--- src/rtl/atm_account_responder.sv ---
`default_nettype none
// +----------------------------------------------------------------------------+
// | atm_account_responder                                                      |
// | Bank-side account table serving VERIFY/BALANCE/WITHDRAW/DEPOSIT requests.  |
// | Revision: 1.0                                                              |
// +----------------------------------------------------------------------------+
module atm_account_responder #(
  parameter int          NUM_ACCTS    = 4,
  parameter int          ACCT_W       = 2,
  parameter logic [15:0] INIT_BALANCE = 16'd1000,
  parameter logic [15:0] PIN_BASE     = 16'd1234,
  parameter int          MAX_TRIES    = 3
) (
  input  logic              clk,
  input  logic              reset,
  input  logic              req_valid,
  output logic              req_ready,
  input  logic [1:0]        req_op,
  input  logic [ACCT_W-1:0] req_acct,
  input  logic [15:0]       req_pin,
  input  logic [15:0]       req_amount,
  output logic              resp_valid,
  input  logic              resp_ready,
  output logic [2:0]        resp_status,
  output logic [15:0]       resp_balance
);

  localparam int FAIL_W = $clog2(MAX_TRIES + 1);
  localparam logic [FAIL_W-1:0] c_max_fail = FAIL_W'(MAX_TRIES);

  localparam logic [1:0] c_op_withdraw = 2'b10;
  localparam logic [1:0] c_op_deposit  = 2'b11;

  localparam logic [2:0] c_st_ok       = 3'd0;
  localparam logic [2:0] c_st_bad_pin  = 3'd1;
  localparam logic [2:0] c_st_locked   = 3'd2;
  localparam logic [2:0] c_st_insuff   = 3'd3;
  localparam logic [2:0] c_st_overflow = 3'd4;
  localparam logic [2:0] c_st_bad_acct = 3'd5;

  typedef enum logic [1:0] {
    IDLE  = 2'd0,
    CHECK = 2'd1,
    RESP  = 2'd2
  } state_t;

  state_t              state_q, state_d;
  logic [1:0]          op_q, op_d;
  logic [ACCT_W-1:0]   acct_q, acct_d;
  logic [15:0]         pin_q, pin_d;
  logic [15:0]         amount_q, amount_d;
  logic [15:0]         bal_q  [NUM_ACCTS];
  logic [15:0]         bal_d  [NUM_ACCTS];
  logic [FAIL_W-1:0]   fail_q [NUM_ACCTS];
  logic [FAIL_W-1:0]   fail_d [NUM_ACCTS];
  logic [2:0]          resp_status_q, resp_status_d;
  logic [15:0]         resp_balance_q, resp_balance_d;

  logic                acct_hit;
  logic [15:0]         cur_bal;
  logic [15:0]         cur_pin;
  logic [FAIL_W-1:0]   cur_fail;
  logic [15:0]         new_bal;
  logic [FAIL_W-1:0]   new_fail;
  logic [16:0]         dep_sum;

  always_comb begin
    state_d        = state_q;
    op_d           = op_q;
    acct_d         = acct_q;
    pin_d          = pin_q;
    amount_d       = amount_q;
    bal_d          = bal_q;
    fail_d         = fail_q;
    resp_status_d  = resp_status_q;
    resp_balance_d = resp_balance_q;
    acct_hit       = 1'b0;
    cur_bal        = '0;
    cur_pin        = '0;
    cur_fail       = '0;

    // PINs are fixed after reset, so they are derived from the account id
    for (int i = 0; i < NUM_ACCTS; i++) begin
      if (acct_q == ACCT_W'(i)) begin
        acct_hit = 1'b1;
        cur_bal  = bal_q[i];
        cur_fail = fail_q[i];
        cur_pin  = PIN_BASE + 16'(i);
      end
    end

    dep_sum  = {1'b0, cur_bal} + {1'b0, amount_q};
    new_bal  = cur_bal;
    new_fail = cur_fail;

    case (state_q)
      IDLE: begin
        if (req_valid) begin
          op_d     = req_op;
          acct_d   = req_acct;
          pin_d    = req_pin;
          amount_d = req_amount;
          state_d  = CHECK;
        end
      end
      CHECK: begin
        resp_balance_d = '0;
        if (!acct_hit) begin
          resp_status_d = c_st_bad_acct;
        end else if (cur_fail == c_max_fail) begin
          resp_status_d = c_st_locked;
        end else if (pin_q != cur_pin) begin
          resp_status_d = c_st_bad_pin;
          new_fail      = cur_fail + 1'b1;
        end else begin
          new_fail      = '0;
          resp_status_d = c_st_ok;
          if (op_q == c_op_withdraw) begin
            if (amount_q > cur_bal) resp_status_d = c_st_insuff;
            else                    new_bal = cur_bal - amount_q;
          end else if (op_q == c_op_deposit) begin
            if (dep_sum[16]) resp_status_d = c_st_overflow;
            else             new_bal = dep_sum[15:0];
          end
          resp_balance_d = new_bal;
        end
        for (int i = 0; i < NUM_ACCTS; i++) begin
          if (acct_q == ACCT_W'(i)) begin
            bal_d[i]  = new_bal;
            fail_d[i] = new_fail;
          end
        end
        state_d = RESP;
      end
      RESP: begin
        if (resp_ready) state_d = IDLE;
      end
      default: state_d = IDLE;
    endcase
  end

  always_ff @(posedge clk) begin
    if (reset) begin
      state_q        <= IDLE;
      op_q           <= '0;
      acct_q         <= '0;
      pin_q          <= '0;
      amount_q       <= '0;
      resp_status_q  <= '0;
      resp_balance_q <= '0;
      for (int i = 0; i < NUM_ACCTS; i++) begin
        bal_q[i]  <= INIT_BALANCE;
        fail_q[i] <= '0;
      end
    end else begin
      state_q        <= state_d;
      op_q           <= op_d;
      acct_q         <= acct_d;
      pin_q          <= pin_d;
      amount_q       <= amount_d;
      resp_status_q  <= resp_status_d;
      resp_balance_q <= resp_balance_d;
      bal_q          <= bal_d;
      fail_q         <= fail_d;
    end
  end

  assign req_ready    = (state_q == IDLE);
  assign resp_valid   = (state_q == RESP);
  assign resp_status  = resp_status_q;
  assign resp_balance = resp_balance_q;

endmodule
`default_nettype wire

--- config.mk ---
export PLATFORM = sky130hd
export DESIGN_NAME = atm_account_responder
export DESIGN_NICKNAME = d
export VERILOG_FILES = /design/src/rtl/atm_account_responder.sv
export SDC_FILE = /design/constraint.sdc
export NUM_CORES = 1
export LEC_CHECK = 0
export ABC_CLOCK_PERIOD_IN_PS = 3800
export CORE_MARGIN = 2
export CORE_UTILIZATION = 35
export DETAILED_ROUTE_END_ITERATION = 10
export PLACE_DENSITY = 0.65
export SYNTH_ARGS = -nofsm -noshare
export SYNTH_HDL_FRONTEND = slang
export SYNTH_SLANG_ARGS = --single-unit
--- constraint.sdc ---
create_clock -name clk -period 3.8 [get_ports clk]
set_input_delay 0.76 -clock clk [delete_from_list [all_inputs] [get_ports clk]]
set_output_delay 0.76 -clock clk [all_outputs]
set_load 0.005 [all_outputs]
==> run summary <==
Status -> complete, no violations
Peak VDD IR -> 304 uV
CTS root buf -> clkbuf_16
Antenna Violating Nets Remaining -> 0
Avg Cell Area, Syn -> 8.10 um^2
Pwr Density -> 375 nW/um^2
Final setup vio count -> 0
FMAX -> 0.265 GHz
Commonest cells in the netlist -> dfxtp_1 (129), nand2_1 (125), a21oi_1 (91), nor2_1 (81), clkbuf_1 (44)
Req. time, crit path -> 4.08 ns
# H-tree levels -> 4
Vias in the first global route -> 6,937
# IOs -> 61
Die height -> 150 um
Worst slew margin -> 0.234
Routed WL per cell -> 17.9 um
Area share of the leading cell type in the synthesized netlist -> 0.344
Startpoint types -> register
CTS sink cnt -> 129
Final cell count without fillers -> 1,347
Ant diodes -> 0
Remaining DRCs -> 0
Critical-path cell list -> buf_12 > mux2_2 > o21a_1 > ha_1 > inv_1 > fa_1 > o21ba_2 > nor4_4 > o31ai_2 > o211a_1 > buf_4 > a211oi_1 > a211oi_2 > o21ai_0 > nand2_1
Final core utilization -> 0.469
Avg Vias per Cell -> 5.61
GRT Util Overall -> 0.218
CTS Buffer Depth -> 2
Mapped Nets -> 1,002
First-pass GRT wire length -> 37,500 um
Ys flop type -> dfxtp_1
Worst path max stage delay -> 0.53 ns
RePlAce Congestion -> 0.948
Final net count -> 1,137
Worst setup EP type -> register
EDFF count, synth -> 0
Crit-path slowest cell -> o21ai_0
Hold crit path type -> register to register
Layout cells sized above 1 -> 0.205
Final min period -> 3.78 ns
Cells after DPL -> 1,310
Post-synth top area cell -> dfxtp_1
Worst skew pair latency -> 0.42 ns
Post-detail-place hpwl -> 18,200 um
Routed Wire Length -> 24,100 um
Cts bufs inserted -> 17
Fillers -> 2,029
Final hold violation count -> 0
Initial antenna violation count -> 0
WS Path Type -> register to register
LEAKAGE -> 3.64 nW
Initial DRC count -> 751
Rows -> 53
Synthesized area -> 7500 um^2
Worst Skew -> 0.0112 ns
Arrival @ worst endpoint -> 4.06 ns
Initial DRT Pass Iterations -> 5
Largest net degree at the start of global routing -> 75
Setup WS post-layout -> 0.0234 ns
Via count -> 7,556
Reg clk slew, reported paths -> 0.05 ns
Pre-CTS setup slack -> -0.127 ns
Max Cap Viol -> 0
Sequential share of the synthesized area -> 0.344
Top post-synthesis cells by area -> dfxtp_1 (34%), nand2_1 (6.3%), a21oi_1 (6.1%), ha_1 (5.7%), mux4_2 (4.5%)
Top-count cell post-synth -> dfxtp_1
Starting Density -> 0.357
CTS tree -> done
Core area -> 21,000 um^2
Ys Warns -> 0
Yosys cell types -> 79
#FFs+latches synth -> 129
Die Wd -> 150 um
Crit Path Max Fanout -> 15
Final slew viol count -> 0
RSZ-0062 raised after global routing -> true
Grt ovf -> 0
Synthesized instance count -> 926
Port Buffers -> 60
Full die area -> 22,600 um^2
Post-synth ARST share -> 0
Worst Max-Slew Pin Slew -> 1.14 ns
Area Growth Syn to Fin -> 31.4%
Tcrit/Tclk final -> 0.994
critical path: cells and delay by family, from the launching register on:
kind	cells	cell delay (ns)
AOI/OAI and AO/OA	7	1.77
adders and majority gates	2	0.59
buffers and inverters	3	0.39
DFF	1	0.37
muxes	1	0.22
and+or+nand+nor	2	0.30
report_power, final:
group | internal (mW) | switching (mW)
Clock | 0.988 | 0.573
Sequential | 1.39 | 0.0330
Combinational | 0.319 | 0.390
Total | 2.70 | 0.995
metrics by stage:
stage	power (mW)	cell area, um^2	hold WS [ns]	setup TNS [ns]
detailed placement	2.11	9050	0.441	-1.83
CTS	3.68	9640	0.448	0
finish	3.69	9860	0.446	0
floorplan	1.84	7530	0.431	0
global route	3.83	9860	0.469	-0.108
global placement	2.11	9050	0.425	-0.377
per-layer routing:
layer	wire [um]	global-route usage	part of all wire
met2	10700	0.333	0.44
met3	1710	0.0367	0.071
met1	11000	0.303	0.46
met4	722	0.0920	0.030
met5	0	0	0
cell families after synthesis:
| group | Yosys count | share of synthesized area |
|---|---|---|
| AO/OA/AOI/OAI | 292 | 0.259 |
| XOR/XNOR | 9 | 0.0105 |
| adder cells (fa/ha/maj) | 36 | 0.0620 |
| buffers and inverters | 98 | 0.0529 |
| flip-flops | 129 | 0.344 |
| multiplexers | 25 | 0.0594 |
| AND/OR/NAND/NOR | 337 | 0.212 |
layout make-up:
cell class / instances / area (um^2) / area share
sequential: 129 / 2590 / 0.262
timing repair buffer: 178 / 1510 / 0.153
multi-input combinational: 699 / 4730 / 0.479
inverter: 36 / 135 / 0.0137
tap: 275 / 344 / 0.0349
clock inverter: 6 / 82.6 / 0.00838
clock buffer: 24 / 472 / 0.0478
state kept, by name, summed over array words and instances (netlist names):
name	flops
amount_q	16
fail_q	8
resp_balance	16
state_q	2
pin_q	16
op_q	2
acct_q	2
bal_q	64
resp_status	3
timing repair:
item	CTS	global route
setup endpoints to repair	59	79
hold buffers	0	0
cloned	0	0
setup buffers	0	7
gates resized for setup	11	40
pin swaps	1	12
placed cells by master (no fill, tap or decap), drive strengths merged, types with 24 or more instances in the layout:
master and count:
nor3 35, nand2 125, ha 34, o21ai 48
inv 36, clkbuf 24, buf 119, a31oi 25
dfxtp 129, a211oi 26, nor2 82, clkdlybuf4s50 59
a21oi 91
final timing paths:
path | cells past startpoint | slack [ns] | end | start
worst min-delay path | 2 | 0.45 | resp_balance[8] | resp_balance[8]
worst max-delay path | 15 | 0.02 | resp_balance[15] | acct_q[0]
worst min register to register | 2 | 0.45 | resp_balance[8] | resp_balance[8]
worst max register to register | 15 | 0.02 | resp_balance[15] | acct_q[0]
(Power assumes the default switching activity.)
